File: config.mk
export PLATFORM = sky130hd
export DESIGN_NAME = tcp_event_arbiter
export DESIGN_NICKNAME = d
export VERILOG_FILES = /design/src/rtl/tcp_event_arbiter.sv
export SDC_FILE = /design/constraint.sdc
export NUM_CORES = 1
export LEC_CHECK = 0
export CORE_MARGIN = 2
export CORE_UTILIZATION = 40
export CTS_BUF_LIST = sky130_fd_sc_hd__clkbuf_16
export DETAILED_ROUTE_END_ITERATION = 10
export PLACE_DENSITY = 0.94
export SLEW_MARGIN = 20
export SYNTH_ARGS = -nofsm -noshare
export SYNTH_HDL_FRONTEND = slang
export SYNTH_SLANG_ARGS = --single-unit
File: constraint.sdc
create_clock -name clk -period 3.5 [get_ports clk]
set_input_delay 0.525 -clock clk [delete_from_list [all_inputs] [get_ports clk]]
set_output_delay 0.525 -clock clk [all_outputs]
set_load 0.02 [all_outputs]
File: src/rtl/tcp_event_arbiter.sv
// Round-robin arbiter that shares one TCP connection-FSM engine between NUM_REQ event sources.
// Optional feature macro: RST_PRIO_EN (events flagged with RST win over round-robin order).
module tcp_event_arbiter #(
  parameter int NUM_REQ     = 4,
  parameter int DATA_W      = 32,
  parameter int TIMEOUT_CYC = 255
) (
  input  logic                        clk,
  input  logic                        rst,
  input  logic [NUM_REQ-1:0]          req_valid,
  input  logic [NUM_REQ*DATA_W-1:0]   req_data,
  input  logic [NUM_REQ-1:0]          req_rst,
  output logic [NUM_REQ-1:0]          req_ready,
  output logic                        eng_valid,
  output logic [DATA_W-1:0]           eng_data,
  output logic [$clog2(NUM_REQ)-1:0]  eng_src,
  input  logic                        eng_ready,
  input  logic                        eng_done,
  output logic                        busy,
  output logic                        timeout_err
);

  localparam int SRC_W = $clog2(NUM_REQ);
  localparam int WD_W  = $clog2(TIMEOUT_CYC + 1);

  typedef enum logic [1:0] {
    S_IDLE,
    S_ISSUE,
    S_WAIT_DONE
  } state_t;

  state_t             r_state;
  state_t             w_state_nxt;
  logic [SRC_W-1:0]   r_rr_ptr;
  logic [SRC_W-1:0]   r_eng_src;
  logic [DATA_W-1:0]  r_eng_data;
  logic [WD_W-1:0]    r_wd_cnt;
  logic               r_timeout_err;

  logic [NUM_REQ-1:0] w_cand;
  logic [SRC_W-1:0]   w_idx;
  logic [SRC_W-1:0]   w_pick;
  logic               w_any;
  logic               w_wd_exp;
  logic [SRC_W-1:0]   w_src_next;
  logic [NUM_REQ-1:0] w_req_ready;

`ifdef RST_PRIO_EN
  // RST-flagged events pre-empt the round-robin order; round-robin still breaks ties among them.
  always_comb begin
    w_cand = req_valid;
    if (|(req_valid & req_rst)) w_cand = req_valid & req_rst;
  end
`else
  logic w_unused_req_rst;
  assign w_unused_req_rst = ^req_rst;
  assign w_cand           = req_valid;
`endif

  // Scan from the highest offset down so the last hit is the one closest to r_rr_ptr.
  // NOTE: every variable written in always_comb gets a default first, so no latch is inferred.
  always_comb begin
    w_any  = 1'b0;
    w_pick = '0;
    w_idx  = '0;
    for (int k = NUM_REQ - 1; k >= 0; k--) begin
      w_idx = SRC_W'((int'(r_rr_ptr) + k) % NUM_REQ);
      if (w_cand[w_idx]) begin
        w_any  = 1'b1;
        w_pick = w_idx;
      end
    end
  end

  assign w_wd_exp   = (r_wd_cnt == WD_W'(TIMEOUT_CYC - 1));
  assign w_src_next = (r_eng_src == SRC_W'(NUM_REQ - 1)) ? '0 : r_eng_src + 1'b1;

  always_comb begin
    w_state_nxt = r_state;
    unique case (r_state)
      S_IDLE:      if (w_any)                 w_state_nxt = S_ISSUE;
      S_ISSUE:     if (eng_ready)             w_state_nxt = S_WAIT_DONE;
      S_WAIT_DONE: if (eng_done || w_wd_exp)  w_state_nxt = S_IDLE;
      default:                                w_state_nxt = S_IDLE;
    endcase
  end

  // NOTE: sequential state uses non-blocking assignments so every register samples pre-edge values.
  always_ff @(posedge clk or posedge rst) begin
    if (rst) begin
      r_state       <= S_IDLE;
      r_rr_ptr      <= '0;
      r_eng_src     <= '0;
      r_eng_data    <= '0;
      r_wd_cnt      <= '0;
      r_timeout_err <= 1'b0;
    end else begin
      r_state       <= w_state_nxt;
      r_timeout_err <= 1'b0;
      unique case (r_state)
        S_IDLE: begin
          if (w_any) begin
            r_eng_src  <= w_pick;
            r_eng_data <= req_data[w_pick*DATA_W +: DATA_W];
          end
        end
        S_ISSUE: begin
          if (eng_ready) r_wd_cnt <= '0;
        end
        S_WAIT_DONE: begin
          r_wd_cnt <= r_wd_cnt + 1'b1;
          if (eng_done || w_wd_exp) r_rr_ptr <= w_src_next;
          // Completion in the expiry cycle counts as a normal finish, not a timeout.
          r_timeout_err <= w_wd_exp && !eng_done;
        end
        default: ;
      endcase
    end
  end

  always_comb begin
    w_req_ready = '0;
    if (r_state == S_ISSUE && eng_ready) w_req_ready[r_eng_src] = 1'b1;
  end

  assign req_ready   = w_req_ready;
  assign eng_valid   = (r_state == S_ISSUE);
  assign eng_data    = r_eng_data;
  assign eng_src     = r_eng_src;
  assign busy        = (r_state != S_IDLE);
  assign timeout_err = r_timeout_err;

endmodule

==> results.md <==
- Syn Std Cell Area: 0.00280 mm²
- WL final: 8.81 mm
- Leak: 0.00215 µW
- Vias: 2844
- Post-cts sizing count: 0
- Number of flops mapped to enable cells by yosys: 0
- Final period utilization: 74.0%
- Die H: 87.6 µm
- Synth Instances: 268
- Status: finished, final reports clean
- Diode count: 0
- Number of antenna violations at the first check in global routing: 0
- Worst setup EP type: register
- Distinct cells, synth: 29
- Antenna viol nets, final: 0
- Max H-tree Level: 2
- Synth Register Bits: 47
- Area delta synth->final: 69.7%
- Hold Path Class: reg2reg
- Maximum VDD drop: 0.366 mV
- DRT Pass-1 Iters: 4
- Clock transition at path regs: 60 ps
- GRT overflow: 0
- Post-DP HPWL: 6.73 mm
- CP max stage delay: 770 ps
- Largest net degree at the start of global routing: 66
- Worst path buffer plus inverter count: 1
- CP max stage cell: a21o_4
- Initial Util: 41.2%
- I/O pin count: 181
- Top cell type's share of synthesized area: 42.0%
- Worst-path cell chain: clkdlybuf4s50_1 -> nor2b_1 -> a211o_1 -> a21o_4 -> mux2i_1 -> o221ai_1
- Most frequent cell after synthesis: mux2i_1
- Mean Syn Cell Area: 10.4 µm²
- Net count, final: 580
- Startpoint types: primary input
- # setup viols final: 0
- Post-CTS Setup Inserts: 0
- Final setup TNS: 0 ps
- Input/output buffers: 176
- Max-slew headroom: 30.4%
- Dominant cell type by area after synthesis: dfrtp_1
- Cell Pwr Density: 715 mW/mm²
- Max Slew Vio Count: 0
- Critical Path Fanout Max: 65
- WHS: 483 ps
- Post-DR vias/cell: 5.36
- Share of cells above drive strength 1: 2.99%
- Die width: 87.6 µm
- Top delay family on crit path: compound AO/OA/AOI/OAI gates
- Synth warn: 0
- CTS tree: built
- Top_reg_cell synth: dfrtp_1
- Starting DRT DRC Count: 121
- Clock buffer depth: 2
- Core Box Area: 0.00679 mm²
- Ys async rst share: 100%
- Synth top area cells: dfrtp_1 42%, mux2i_1 23%, o221ai_1 10%
- Syn_nets: 414
- Worst Path Arrival: 2740 ps
- Minimum clock period: 2590 ps
- Slew at the pin with the worst max-slew slack: 1040 ps
- Post-synth top cells: 64 x mux2i_1, 47 x dfrtp_1, 39 x nand2_1
- Total GRT Usage: 22.3%
- Required @ worst endpoint: 3650 ps
- DRC Markers: 0
- Number of global-route vias before repair: 2949
- Final hold vios: 0
- Routability Congestion: 0.763
- Cts bufs inserted: 5
- Clock Sinks: 47
- Avg WL per Cell: 16.6 µm
- Register area share after synthesis: 42.0%
- Hold_buf cts: 0
- Max Cap Violations: 0
- CTS root buffer: clkbuf_16
- Die area: 0.00768 mm²
- CP Class: in2reg
- Fmax: 386 MHz
- Worst-Skew Late Latency: 280 ps
- Worst clock skew: 4.01 ps
- Global-route wire length before repair: 13.4 mm
- RSZ-0062 raised after global routing: no
- Cell Rows: 30
-- report_power, final --
part           switching (µW)  internal, µW  total (µW)  leakage, µW
clock                     195           261         455    0.0000733
sequential                154           779         933     0.000592
combinational            1040           973        2010      0.00149
total                    1380          2010        3400      0.00215
-- path summary, 6_finish.rpt --
kind	startpoint	end	slack, ps	cells past startpoint
max in group asynchronous	rst	eng_data[8]$_DFFE_PP0P_	2320	2
min	eng_data[13]$_DFFE_PP0P_	eng_data[13]$_DFFE_PP0P_	480	2
min in group asynchronous	rst	eng_data[22]$_DFFE_PP0P_	700	2
max	req_valid[0]	eng_data[17]$_DFFE_PP0P_	910	6
max reg2reg	r_rr_ptr[0]$_DFFE_PP0P_	eng_data[17]$_DFFE_PP0P_	1260	5
min reg2reg	eng_data[13]$_DFFE_PP0P_	eng_data[13]$_DFFE_PP0P_	480	2
-- flip-flops by register name, indices dropped and copies added, names as in the netlist --
name	cells
timeout_err	1
eng_data	32
r_rr_ptr	2
eng_src	2
r_state	2
r_wd_cnt	8
-- area by class of cell --
type	instances	area, µm²
Fill cell	528	2050
Timing Repair Buffer	179	1810
Multi-Input combinational cell	193	1470
Sequential cell	47	1180
Clock buffer	5	125
Tap cell	96	120
Inverter	8	31.3
Clock inverter	3	15.0
-- stage by stage --
step	power, µW	util [%]	cells	setup slack [ps]	cell area, µm²
final	3400	69.9	531	910	4750
after global placement	2890	67.8	523	695	4610
after global routing	3610	69.9	531	757	4750
after CTS	3420	69.9	531	937	4750
after detailed placement	2960	67.8	523	632	4610
after floorplan	2140	-	268	1730	2800
-- worst reg2reg max path, delay by kind of cell, from the launching register on --
family	cells	cell delay, ps
compound gates	3	1070
mux	1	460
flops	1	410
simple gates	1	170
-- kinds of logic (layout without fill, tap and decap cells) --
logic type	after synthesis	count (layout)	synth area share (%)
AOI/OAI and AO/OA	52	52	14.7
xor gates and xnor gates	1	1	0.313
adders and majority gates	6	6	2.68
buffers and inverters	28	195	5.64
DFF	47	47	42.0
muxes	66	66	23.7
and+or+nand+nor	68	68	11.0
-- routing by layer --
| metal | GRT usage, % | up-vias | share of wire [%] |
|---|---|---|---|
| li1 | - | 1330 | - |
| met1 | 23.8 | 1372 | 38 |
| met2 | 42.7 | 126 | 53 |
| met3 | 5.00 | 16 | 7.0 |
| met4 | 7.97 | 0 | 2.0 |
| met5 | 0 | - | 0 |
-- layout by cell type, fill, tap and decap left out --
| cell | n |
|---|---|
| a211o_1 | 1 |
| a21o_1 | 1 |
| a21o_4 | 1 |
| a21oi_1 | 1 |
| a31o_1 | 1 |
| and3_1 | 5 |
| buf_12 | 2 |
| buf_4 | 1 |
| clkbuf_16 | 5 |
| clkdlybuf4s50_1 | 176 |
| clkinv_2 | 4 |
| dfrtp_1 | 47 |
| ha_1 | 6 |
| inv_1 | 7 |
| mux2_1 | 2 |
| mux2i_1 | 64 |
| nand2_1 | 39 |
| nand2b_1 | 2 |
| nand3_1 | 9 |
| nand4_1 | 3 |
| nor2_1 | 4 |
| nor2b_1 | 3 |
| nor4_1 | 1 |
| o21a_1 | 1 |
| o21ai_1 | 9 |
| o221ai_1 | 33 |
| o22ai_1 | 1 |
| o311ai_1 | 1 |
| o31ai_1 | 1 |
| o41ai_1 | 1 |
| or2_1 | 2 |
| xor2_1 | 1 |
Note: power is estimated with default switching activity, not from simulation.
